<file path="src/rtl/div_unit_pkg.sv">
// Shared constants, op encodings and FSM state type for the iterative RV32M divide unit.
package div_unit_pkg;

  localparam int XLEN  = 32;
  localparam int CNT_W = 5;

  localparam logic [1:0] OP_DIV  = 2'b00;
  localparam logic [1:0] OP_DIVU = 2'b01;
  localparam logic [1:0] OP_REM  = 2'b10;
  localparam logic [1:0] OP_REMU = 2'b11;

  localparam logic [XLEN-1:0] DIV_ZERO_Q = {XLEN{1'b1}};
  localparam logic [XLEN-1:0] SIGNED_MIN = {1'b1, {(XLEN-1){1'b0}}};

  typedef enum logic [1:0] {
    ST_IDLE = 2'b00,
    ST_BUSY = 2'b01,
    ST_DONE = 2'b10
  } state_t;

  function automatic logic [XLEN-1:0] neg2c(input logic [XLEN-1:0] v);
    return ~v + {{(XLEN-1){1'b0}}, 1'b1};
  endfunction

  function automatic logic [XLEN-1:0] cond_neg(input logic [XLEN-1:0] v, input logic en);
    return en ? neg2c(v) : v;
  endfunction

endpackage

</file>
<file path="src/rtl/div_step.sv">
// One combinational restoring shift-subtract iteration on unsigned magnitudes.
module div_step
  import div_unit_pkg::*;
(
  input  logic [XLEN:0]   rem_in,
  input  logic [XLEN-1:0] quo_in,
  input  logic [XLEN-1:0] divisor,
  output logic [XLEN:0]   rem_out,
  output logic [XLEN-1:0] quo_out
);

  logic [XLEN+1:0] shifted_s;
  logic [XLEN+1:0] trial_s;

  // Shift in the next dividend bit, trial-subtract, restore when the result goes negative.
  always_comb begin
    shifted_s = {rem_in, quo_in[XLEN-1]};
    trial_s   = shifted_s - {2'b00, divisor};
    if (trial_s[XLEN+1]) begin
      rem_out = shifted_s[XLEN:0];
      quo_out = {quo_in[XLEN-2:0], 1'b0};
    end else begin
      rem_out = trial_s[XLEN:0];
      quo_out = {quo_in[XLEN-2:0], 1'b1};
    end
  end

endmodule

</file>
<file path="src/rtl/div_unit.sv">
// Iterative RV32M DIV/DIVU/REM/REMU unit: one quotient bit per cycle, result held until
// the write-back stage accepts it.
module div_unit
  import div_unit_pkg::*;
(
  input  logic            clk,
  input  logic            rst,
  input  logic            start,
  input  logic [1:0]      op,
  input  logic [XLEN-1:0] rs1_val,
  input  logic [XLEN-1:0] rs2_val,
  input  logic [4:0]      rd_in,
  input  logic            flush,
  input  logic            result_ready,
  output logic            busy,
  output logic            done,
  output logic [XLEN-1:0] result,
  output logic [4:0]      rd_out,
  output logic            rf_we
);

  localparam logic [CNT_W-1:0] CNT_LAST = CNT_W'(XLEN - 1);
  localparam logic [CNT_W-1:0] CNT_ONE  = CNT_W'(1);

  state_t          state_r, state_nxt_s;
  logic [CNT_W-1:0] cnt_r;
  logic [XLEN:0]   rem_r;
  logic [XLEN-1:0] quo_r, dvs_r, result_r;
  logic [4:0]      rd_r;
  logic            is_rem_r, neg_q_r, neg_r_r;

  logic            signed_op_s, is_rem_s, a_neg_s, b_neg_s;
  logic            div_zero_s, ovf_s, special_s, last_step_s;
  logic [XLEN-1:0] special_res_s, final_res_s;
  logic [XLEN:0]   rem_nxt_s;
  logic [XLEN-1:0] quo_nxt_s;

  div_step u_step (
    .rem_in  (rem_r),
    .quo_in  (quo_r),
    .divisor (dvs_r),
    .rem_out (rem_nxt_s),
    .quo_out (quo_nxt_s)
  );

  // Decode the incoming op and classify the operands that bypass the iteration.
  always_comb begin
    signed_op_s = 1'b0;
    is_rem_s    = 1'b0;
    case (op)
      OP_DIV:  begin signed_op_s = 1'b1; is_rem_s = 1'b0; end
      OP_DIVU: begin signed_op_s = 1'b0; is_rem_s = 1'b0; end
      OP_REM:  begin signed_op_s = 1'b1; is_rem_s = 1'b1; end
      OP_REMU: begin signed_op_s = 1'b0; is_rem_s = 1'b1; end
      default: begin signed_op_s = 1'b0; is_rem_s = 1'b0; end
    endcase
    a_neg_s    = signed_op_s & rs1_val[XLEN-1];
    b_neg_s    = signed_op_s & rs2_val[XLEN-1];
    div_zero_s = (rs2_val == {XLEN{1'b0}});
    ovf_s      = signed_op_s & (rs1_val == SIGNED_MIN) & (rs2_val == DIV_ZERO_Q);
    special_s  = div_zero_s | ovf_s;
    if (div_zero_s) begin
      special_res_s = is_rem_s ? rs1_val : DIV_ZERO_Q;
    end else begin
      special_res_s = is_rem_s ? {XLEN{1'b0}} : SIGNED_MIN;
    end
  end

  assign last_step_s = (cnt_r == CNT_LAST);
  assign final_res_s = is_rem_r ? cond_neg(rem_nxt_s[XLEN-1:0], neg_r_r)
                                : cond_neg(quo_nxt_s, neg_q_r);

  // State register.
  always_ff @(posedge clk) begin
    if (rst) begin
      state_r <= ST_IDLE;
    end else begin
      state_r <= state_nxt_s;
    end
  end

  // Next-state logic; flush beats everything except reset.
  always_comb begin
    state_nxt_s = ST_IDLE;
    case (state_r)
      ST_IDLE: begin
        if (flush || !start) begin
          state_nxt_s = ST_IDLE;
        end else if (special_s) begin
          state_nxt_s = ST_DONE;
        end else begin
          state_nxt_s = ST_BUSY;
        end
      end
      ST_BUSY: begin
        if (flush) begin
          state_nxt_s = ST_IDLE;
        end else if (last_step_s) begin
          state_nxt_s = ST_DONE;
        end else begin
          state_nxt_s = ST_BUSY;
        end
      end
      ST_DONE: begin
        if (flush || result_ready) begin
          state_nxt_s = ST_IDLE;
        end else begin
          state_nxt_s = ST_DONE;
        end
      end
      default: state_nxt_s = ST_IDLE;
    endcase
  end

  // Output decode; a flush in DONE suppresses the write.
  always_comb begin
    busy  = 1'b0;
    done  = 1'b0;
    case (state_r)
      ST_IDLE: begin busy = 1'b0; done = 1'b0; end
      ST_BUSY: begin busy = 1'b1; done = 1'b0; end
      ST_DONE: begin busy = 1'b1; done = 1'b1; end
      default: begin busy = 1'b0; done = 1'b0; end
    endcase
    rf_we  = done & result_ready & ~flush;
    result = result_r;
    rd_out = rd_r;
  end

  // Operand capture, iteration and result fixup.
  always_ff @(posedge clk) begin
    if (rst) begin
      cnt_r    <= {CNT_W{1'b0}};
      rem_r    <= {(XLEN+1){1'b0}};
      quo_r    <= {XLEN{1'b0}};
      dvs_r    <= {XLEN{1'b0}};
      result_r <= {XLEN{1'b0}};
      rd_r     <= 5'd0;
      is_rem_r <= 1'b0;
      neg_q_r  <= 1'b0;
      neg_r_r  <= 1'b0;
    end else begin
      case (state_r)
        ST_IDLE: begin
          if (start && !flush) begin
            rd_r     <= rd_in;
            is_rem_r <= is_rem_s;
            neg_q_r  <= a_neg_s ^ b_neg_s;
            neg_r_r  <= a_neg_s;
            quo_r    <= cond_neg(rs1_val, a_neg_s);
            dvs_r    <= cond_neg(rs2_val, b_neg_s);
            rem_r    <= {(XLEN+1){1'b0}};
            cnt_r    <= {CNT_W{1'b0}};
            if (special_s) begin
              result_r <= special_res_s;
            end
          end
        end
        ST_BUSY: begin
          if (!flush) begin
            rem_r <= rem_nxt_s;
            quo_r <= quo_nxt_s;
            cnt_r <= cnt_r + CNT_ONE;
            if (last_step_s) begin
              result_r <= final_res_s;
            end
          end
        end
        default: begin
        end
      endcase
    end
  end

endmodule

</file>
<file path="config.mk">
export PLATFORM = sky130hd
export DESIGN_NAME = div_unit
export DESIGN_NICKNAME = d
export VERILOG_FILES = /design/src/rtl/div_unit_pkg.sv /design/src/rtl/div_step.sv /design/src/rtl/div_unit.sv
export SDC_FILE = /design/constraint.sdc
export NUM_CORES = 1
export LEC_CHECK = 0
export BUFFER_PORTS_ARGS = -buffer_cell sky130_fd_sc_hd__buf_2
export CORE_MARGIN = 4
export CORE_UTILIZATION = 60
export DETAILED_ROUTE_END_ITERATION = 6
export PLACE_DENSITY = 0.79
export SYNTH_ARGS = -nofsm -noshare
export SYNTH_HDL_FRONTEND = slang
export SYNTH_HIERARCHICAL = 1
export SYNTH_SLANG_ARGS = --single-unit
</file>
<file path="constraint.sdc">
create_clock -name clk -period 6 [get_ports clk]
set_input_delay 0.3 -clock clk [delete_from_list [all_inputs] [get_ports clk]]
set_output_delay 0.3 -clock clk [all_outputs]
set_load 0.005 [all_outputs]
</file>
Word-level counts from Yosys, hierarchy flattened:

Cells that the tools add are included.

* flip-flop bits (word level): 144
* output and inout bits: 40
* word-level logic and storage cells: 92

* $add $sub $neg: 6
* equality and inequality tests: 12
* muxes and demuxes: 34
* bitwise gates (word level): 13
* reduce and logical (&&, ||, !) cells: 17

Operators by type and width (number)
* two-way mux 32 bit: 14
* adder 32 x 1 -> 32 bit, second input constant: 4
* inverter 32 bit: 4
* one-hot mux 32 bit (2 select lines): 2
* two-way mux 33 bit: 3
* one-hot mux 33 bit (2 select lines): 1
* equality test 32 bit, second input constant: 2
* subtractor 34 x 32 -> 34 bit: 1
* zero test 32 bit: 1
* two-way mux 2 bit: 5
* two-way mux 5 bit: 2
* one-hot mux 5 bit (2 select lines): 1
* OR reduction 2 bit: 5
* inequality test 2 bit, second input constant: 4
* bitwise AND 1 bit: 6
* equality test 2 bit, second input constant: 3
* one-hot mux 2 bit (3 select lines): 1
* adder 5 x 1 -> 5 bit, second input constant: 1
* equality test 5 bit, second input constant: 1
* AND reduction 5 bit: 1
* equality test 2 x 1 -> 1 bit, second input constant: 2
* zero test 2 bit: 2
* one-hot mux 1 bit (2 select lines): 2
* two-way mux 1 bit: 3
* other kinds (9): 11

Logic depth before layout (Yosys ltp):

* word-level depth: 9
* gate-level depth with buffers: 23
* gate-level depth less buffers: 20

Modules after synthesis:

Netlist, hierarchy kept.

Modules (own cells, without submodules)
* div_unit: instances 1, cells an instance 1188, area an instance 9009.9 µm², seq. area each 2882.8 µm²
* div_step: instances 1, cells an instance 359, area an instance 2403.6 µm², seq. area each 0.0 µm²

Worst setup path after synthesis:

No wires, ideal clock.

* path type: reg-to-reg
* start point: register dvs_r[8]
* end point: register result_r[24], in the netlist result[24]
* library setup time: 0.081 ns
* arrival time: 5.061 ns
* path slack: 0.858 ns
* stages on the path, launching flop included: 21
* period minus slack after synthesis: 5.142 ns
* path through: dfxtp_1 > inv_1 > ha_1 > and3_1 > or3b_1 > a211oi_2 > o31ai_1 > and3_4 > o31a_4 > xor2_4 > clkbuf_1 > o21ai_0 > or4_1 > or4_1 > clkbuf_1 > or2_1 > clkbuf_1 > o31ai_1 > xor2_1 > o221a_2 > a211oi_2

* cells in the longest elaborated chain, start to end: 9
* elaborated cells on any way between the ends: 13
* classes of those cells: add/sub (3); mux (8); bitwise (2)

Ends and longest elaborated chain
* start: declaration: line div_unit.sv:28 `logic [XLEN-1:0] quo_r, dvs_r, result_r;`
* start signal: assignment: line div_unit.sv:136 `dvs_r <= {XLEN{1'b0}};`
* start signal: assignment: line div_unit.sv:151 `dvs_r <= cond_neg(rs2_val, b_neg_s);`
* subtractor 34 x 32 -> 34 bit: line div_step.sv:18 `trial_s = shifted_s - {2'b00, divisor};`
* two-way mux 33 bit: line div_step.sv:19 `if (trial_s[XLEN+1]) begin`
* named net rem_nxt_s[11]: line div_unit.sv:35 `logic [XLEN:0] rem_nxt_s;`
* inverter 32 bit: line div_unit_pkg.sv:22 `return ~v + {{(XLEN-1){1'b0}}, 1'b1};`
* adder 32 x 1 -> 32 bit: line div_unit_pkg.sv:22
* two-way mux 32 bit: line div_unit_pkg.sv:26 `return en ? neg2c(v) : v;`
* two-way mux 32 bit: line div_unit.sv:70 `assign final_res_s = is_rem_r ? cond_neg(rem_nxt_s[XLEN-1:0], neg_r_r)`
* two-way mux 32 bit: line div_unit.sv:164 `if (last_step_s) begin`
* two-way mux 32 bit: line div_unit.sv:160 `if (!flush) begin`
* one-hot mux 32 bit (2 select lines): line div_unit.sv:143 `case (state_r)`
* end signal: assignment: line div_unit.sv:137 `result_r <= {XLEN{1'b0}};`
* end signal: assignment: line div_unit.sv:155 `result_r <= special_res_s;`
* end signal: assignment: line div_unit.sv:165 `result_r <= final_res_s;`
* end: declaration: line div_unit.sv:28

The timed path passes the listed nets, and every way through them passes these cells. The select of a mux whose other input is x is not followed.
A chain may end at the register's enable or synchronous reset.

Worst setup path after layout:

* start point: register dvs_r[14]
* end point: register result_r[24], in the netlist result[24]

Same word-level chain as after synthesis.

==> impl_metrics.py <==
metrics = {
    "power": {
        "power_leakage_nw": 4.795,
        "p_seq_share_pct": 38.1,
        "sw_frac_of_total_pct": 31.81,
        "irDropWorstVdd_v": 0.0002024,
        "internal-power_mw": 1.843,
        "power_density_nw_per_um2": 217.8,
        "p_comb_share_pct": 21.8,
        "clkPwrFrac_pct": 40.1,
        "p_sw_mw": 0.8595,
    },
    "timing": {
        "fin_crit_sh_pct": 94.68,
        "finClkSkew_ns": 0.009415,
        "hold_viol_final": 0,
        "fmax_ghz": 0.1760,
        "relSlewSlack_pct": 28.23,
        "hold-worst-slack_ns": 0.1097,
        "rsz0062_at_grt": "no",
        "slew_violations": 0,
        "timing_worst_slew_pin_value_ns": 1.074,
        "fin_setup_tns_ns": 0,
        "finalCriticalPeriod_ns": 5.681,
        "setup_viol": 0,
    },
    "yosys": {
        "postSynthCellCount": 1547,
        "synth_nets": 1667,
        "synth.area.top_cells": "dfxtp_1 (25%), nand2_1 (6.4%), a21oi_1 (5.8%)",
        "synthFlopType": "dfxtp_1",
        "ys_seq_area_share_pct": 25.26,
        "synth-simple-area-share_pct": 21.71,
        "yosys.area.top_type": "dfxtp_1",
        "ys_async_sr_fraction_pct": 0,
        "synth_compound_area_share_pct": 28.00,
        "synth_common_cells": "nand2_1 (194), dfxtp_1 (144), a21oi_1 (133), o21ai_0 (123), nor2_1 (117)",
        "syn_area_um2": 11410,
        "yosysWarnings": 6,
        "avgSynthCellArea_um2": 7.378,
        "synth_enable_flop_cells": 0,
        "synth_top_family_by_area": "compound AO/OA/AOI/OAI gates",
        "yosysMostFrequentCell": "nand2_1",
        "synth_top_cell_area_share_pct": 25.26,
        "synth_fa_ha_area_share_pct": 4.889,
        "synth-xor-area-share_pct": 11.06,
        "synth-seq-cells": 144,
        "ys_types": 80,
        "synth.area.mux_share_pct": 1.107,
    },
    "critical_path": {
        "cp-end-kind": "flop",
        "path_cells": "inv_1 -> ha_1 -> nand4_1 -> or3b_1 -> a211oi_2 -> o31ai_1 -> and3_4 -> o31a_4 -> xor2_4 -> o21ai_0 -> or4_1 -> or4_1 -> or2_1 -> o31ai_1 -> xor2_1 -> o221a_2 -> a211oi_2",
        "max_stage_delay_ns": 0.63,
        "worstRegToRegCells": 17,
        "path_class": "reg -> reg",
        "path_max_fanout": 20,
        "critPathLaunchType": "flop",
        "worst-path-buf-inv": 1,
        "crit_cells": 17,
        "cp_slowest_cell": "or4_1",
        "crit_required_ns": 6.34,
        "cp.arrival_ns": 6.02,
        "critPathTopFamily": "simple AND/OR/NAND/NOR gates",
    },
    "placed_design": {
        "placed_cells": 1782,
        "gp_congestion": 0.9625,
        "port_buffers": 115,
        "dp_hpwl_um": 24190,
        "dpl-instance-area_um2": 11800,
    },
    "final_layout": {
        "drive_gt1_share_pct": 14.80,
        "final_area_um2": 12410,
        "n_antenna_cell": 0,
        "syn_to_final_growth_pct": 8.693,
        "fin_nets": 1688,
        "layout.cells.non_filler": 1815,
        "nFillCells": 1663,
        "fin_util_pct": 66.32,
    },
    "die": {
        "fp.dieH_um": 145.9,
        "start_util_pct": 61.02,
        "die-area_um2": 21290,
        "pin_count": 116,
        "rows": 50,
        "coreArea_um2": 18710,
        "fp.dieW_um": 145.9,
    },
    "clocking": {
        "cts_buffers": 17,
        "hold_buffers": 0,
        "htreeDepth": 4,
        "cts_buffer_depth": 2,
        "cts_setup_buffers": 0,
        "cts_tree": "yes",
        "cts_resized": 0,
        "path_clk_slew_ns": 0.06,
        "cts_sinks": 144,
        "clk_latency_ns": 0.43,
        "cts-root-buf": "clkbuf_16",
    },
    "worst_hold_path": {
        "holdPathStages": 3,
        "hold_path_class": "in -> reg",
    },
    "drt": {
        "routed_wl_um": 33950,
        "drc_errors": 1,
        "vias": 11700,
        "via_per_inst": 6.446,
        "wl_per_cell_um": 18.70,
        "antenna_left": 0,
        "dr.pass1.iters": 7,
        "dr.first_iter.drc_count": 862,
    },
    "status": {
        "violations": "design-rule violations",
        "status": "finished, violations left",
    },
    "flow_run": {
        "maxCapViolCount": 0,
    },
    "grt": {
        "antenna_found_initial": 0,
        "track_usage_pct": 30.75,
        "grt_max_degree": 73,
        "grt_pass1_vias": 10690,
        "overflow": 0,
        "grt_pass1_wl_um": 54260,
    },
}
kinds of logic (layout without fill, tap and decap cells):
| family | Yosys count | count (layout) |
|---|---|---|
| mux | 12 | 12 |
| buf+inv | 199 | 232 |
| simple gates | 523 | 523 |
| compound gates | 483 | 483 |
| fa+ha+maj | 44 | 44 |
| xor+xnor | 142 | 143 |
| flops | 144 | 144 |
per-stage QoR:
stage | worst slack, ns | power, mW
finish | 0.3191 | 2.702
global route | 0.05936 | 2.814
CTS | 0.2049 | 2.688
detailed placement | 0.2471 | 1.618
global placement | 0.4286 | 1.609
floorplan | 0.8585 | 1.468
tightest hold or removal path, stage by stage:
cell and delay (ns):
buf_2 0.09, nand2_1 0.04, a21oi_1 0.05
registers in the layout, indices dropped and copies added, names as in the netlist:
name	flops
is_rem_r	1
result	32
neg_q_r	1
rem_r	33
quo_r	32
state_r	2
neg_r_r	1
dvs_r	32
rd_out	5
cnt_r	5
power by group through the flow:
stage,combinational (mW),sequential (mW),clock (mW)
after floorplan,0.439,1.03,0
after global placement,0.562,1.05,0
after detailed placement,0.569,1.05,0
after CTS,0.575,1.03,1.08
after global routing,0.646,1.03,1.13
final,0.589,1.03,1.08
layout make-up:
class	count	area, um2	area share (%)
clock buffer	21	460.4	3.712
clock inverter	11	131.4	1.059
inverter	63	236.5	1.906
multi-input combinational	1205	7659	61.74
sequential	144	2883	23.24
tap	234	292.8	2.360
timing repair buffer	137	743.2	5.991
placed cells by master, fill, tap and decap left out, types with 12 or more instances in the layout:
cell type,synthesis,layout
nor3_1,23,23
a21oi_1,133,133
a211oi_2,12,12
clkbuf_16,0,17
buf_2,1,114
nor2_1,117,116
nor4_1,14,14
or3_1,21,21
o41ai_1,22,22
nand2_1,194,194
dfxtp_1,144,144
a21o_1,23,23
or4_1,17,17
xnor2_1,75,75
buf_4,34,23
a31oi_1,20,20
o211ai_1,20,20
inv_1,62,62
xor2_1,66,66
a211oi_1,29,29
o21ai_0,123,123
nand2b_1,13,13
nand3_1,56,56
o31ai_1,35,35
nand4_1,14,14
ha_1,43,42
or2_2,13,13
path summary, 6_finish.rpt:
check | start | endpoint | slack (ns)
setup / recovery | dvs_r[14] | result[24] | 0.32
hold reg to reg | dvs_r[26] | dvs_r[26] | 0.46
hold / removal | rd_in[2] | rd_out[2] | 0.11
setup reg to reg | dvs_r[14] | result[24] | 0.32
per-layer routing:
layer | global-route usage (%) | wire length [um] | vias to the layer above
met3 | 4.921 | 2498 | 86
met4 | 12.25 | 1173 | 0
met2 | 49.36 | 15520 | 517
li1 | - | - | 5555
met5 | 0 | 0 | -
met1 | 41.47 | 14750 | 5541
Note: power is estimated with default switching activity, not from simulation.
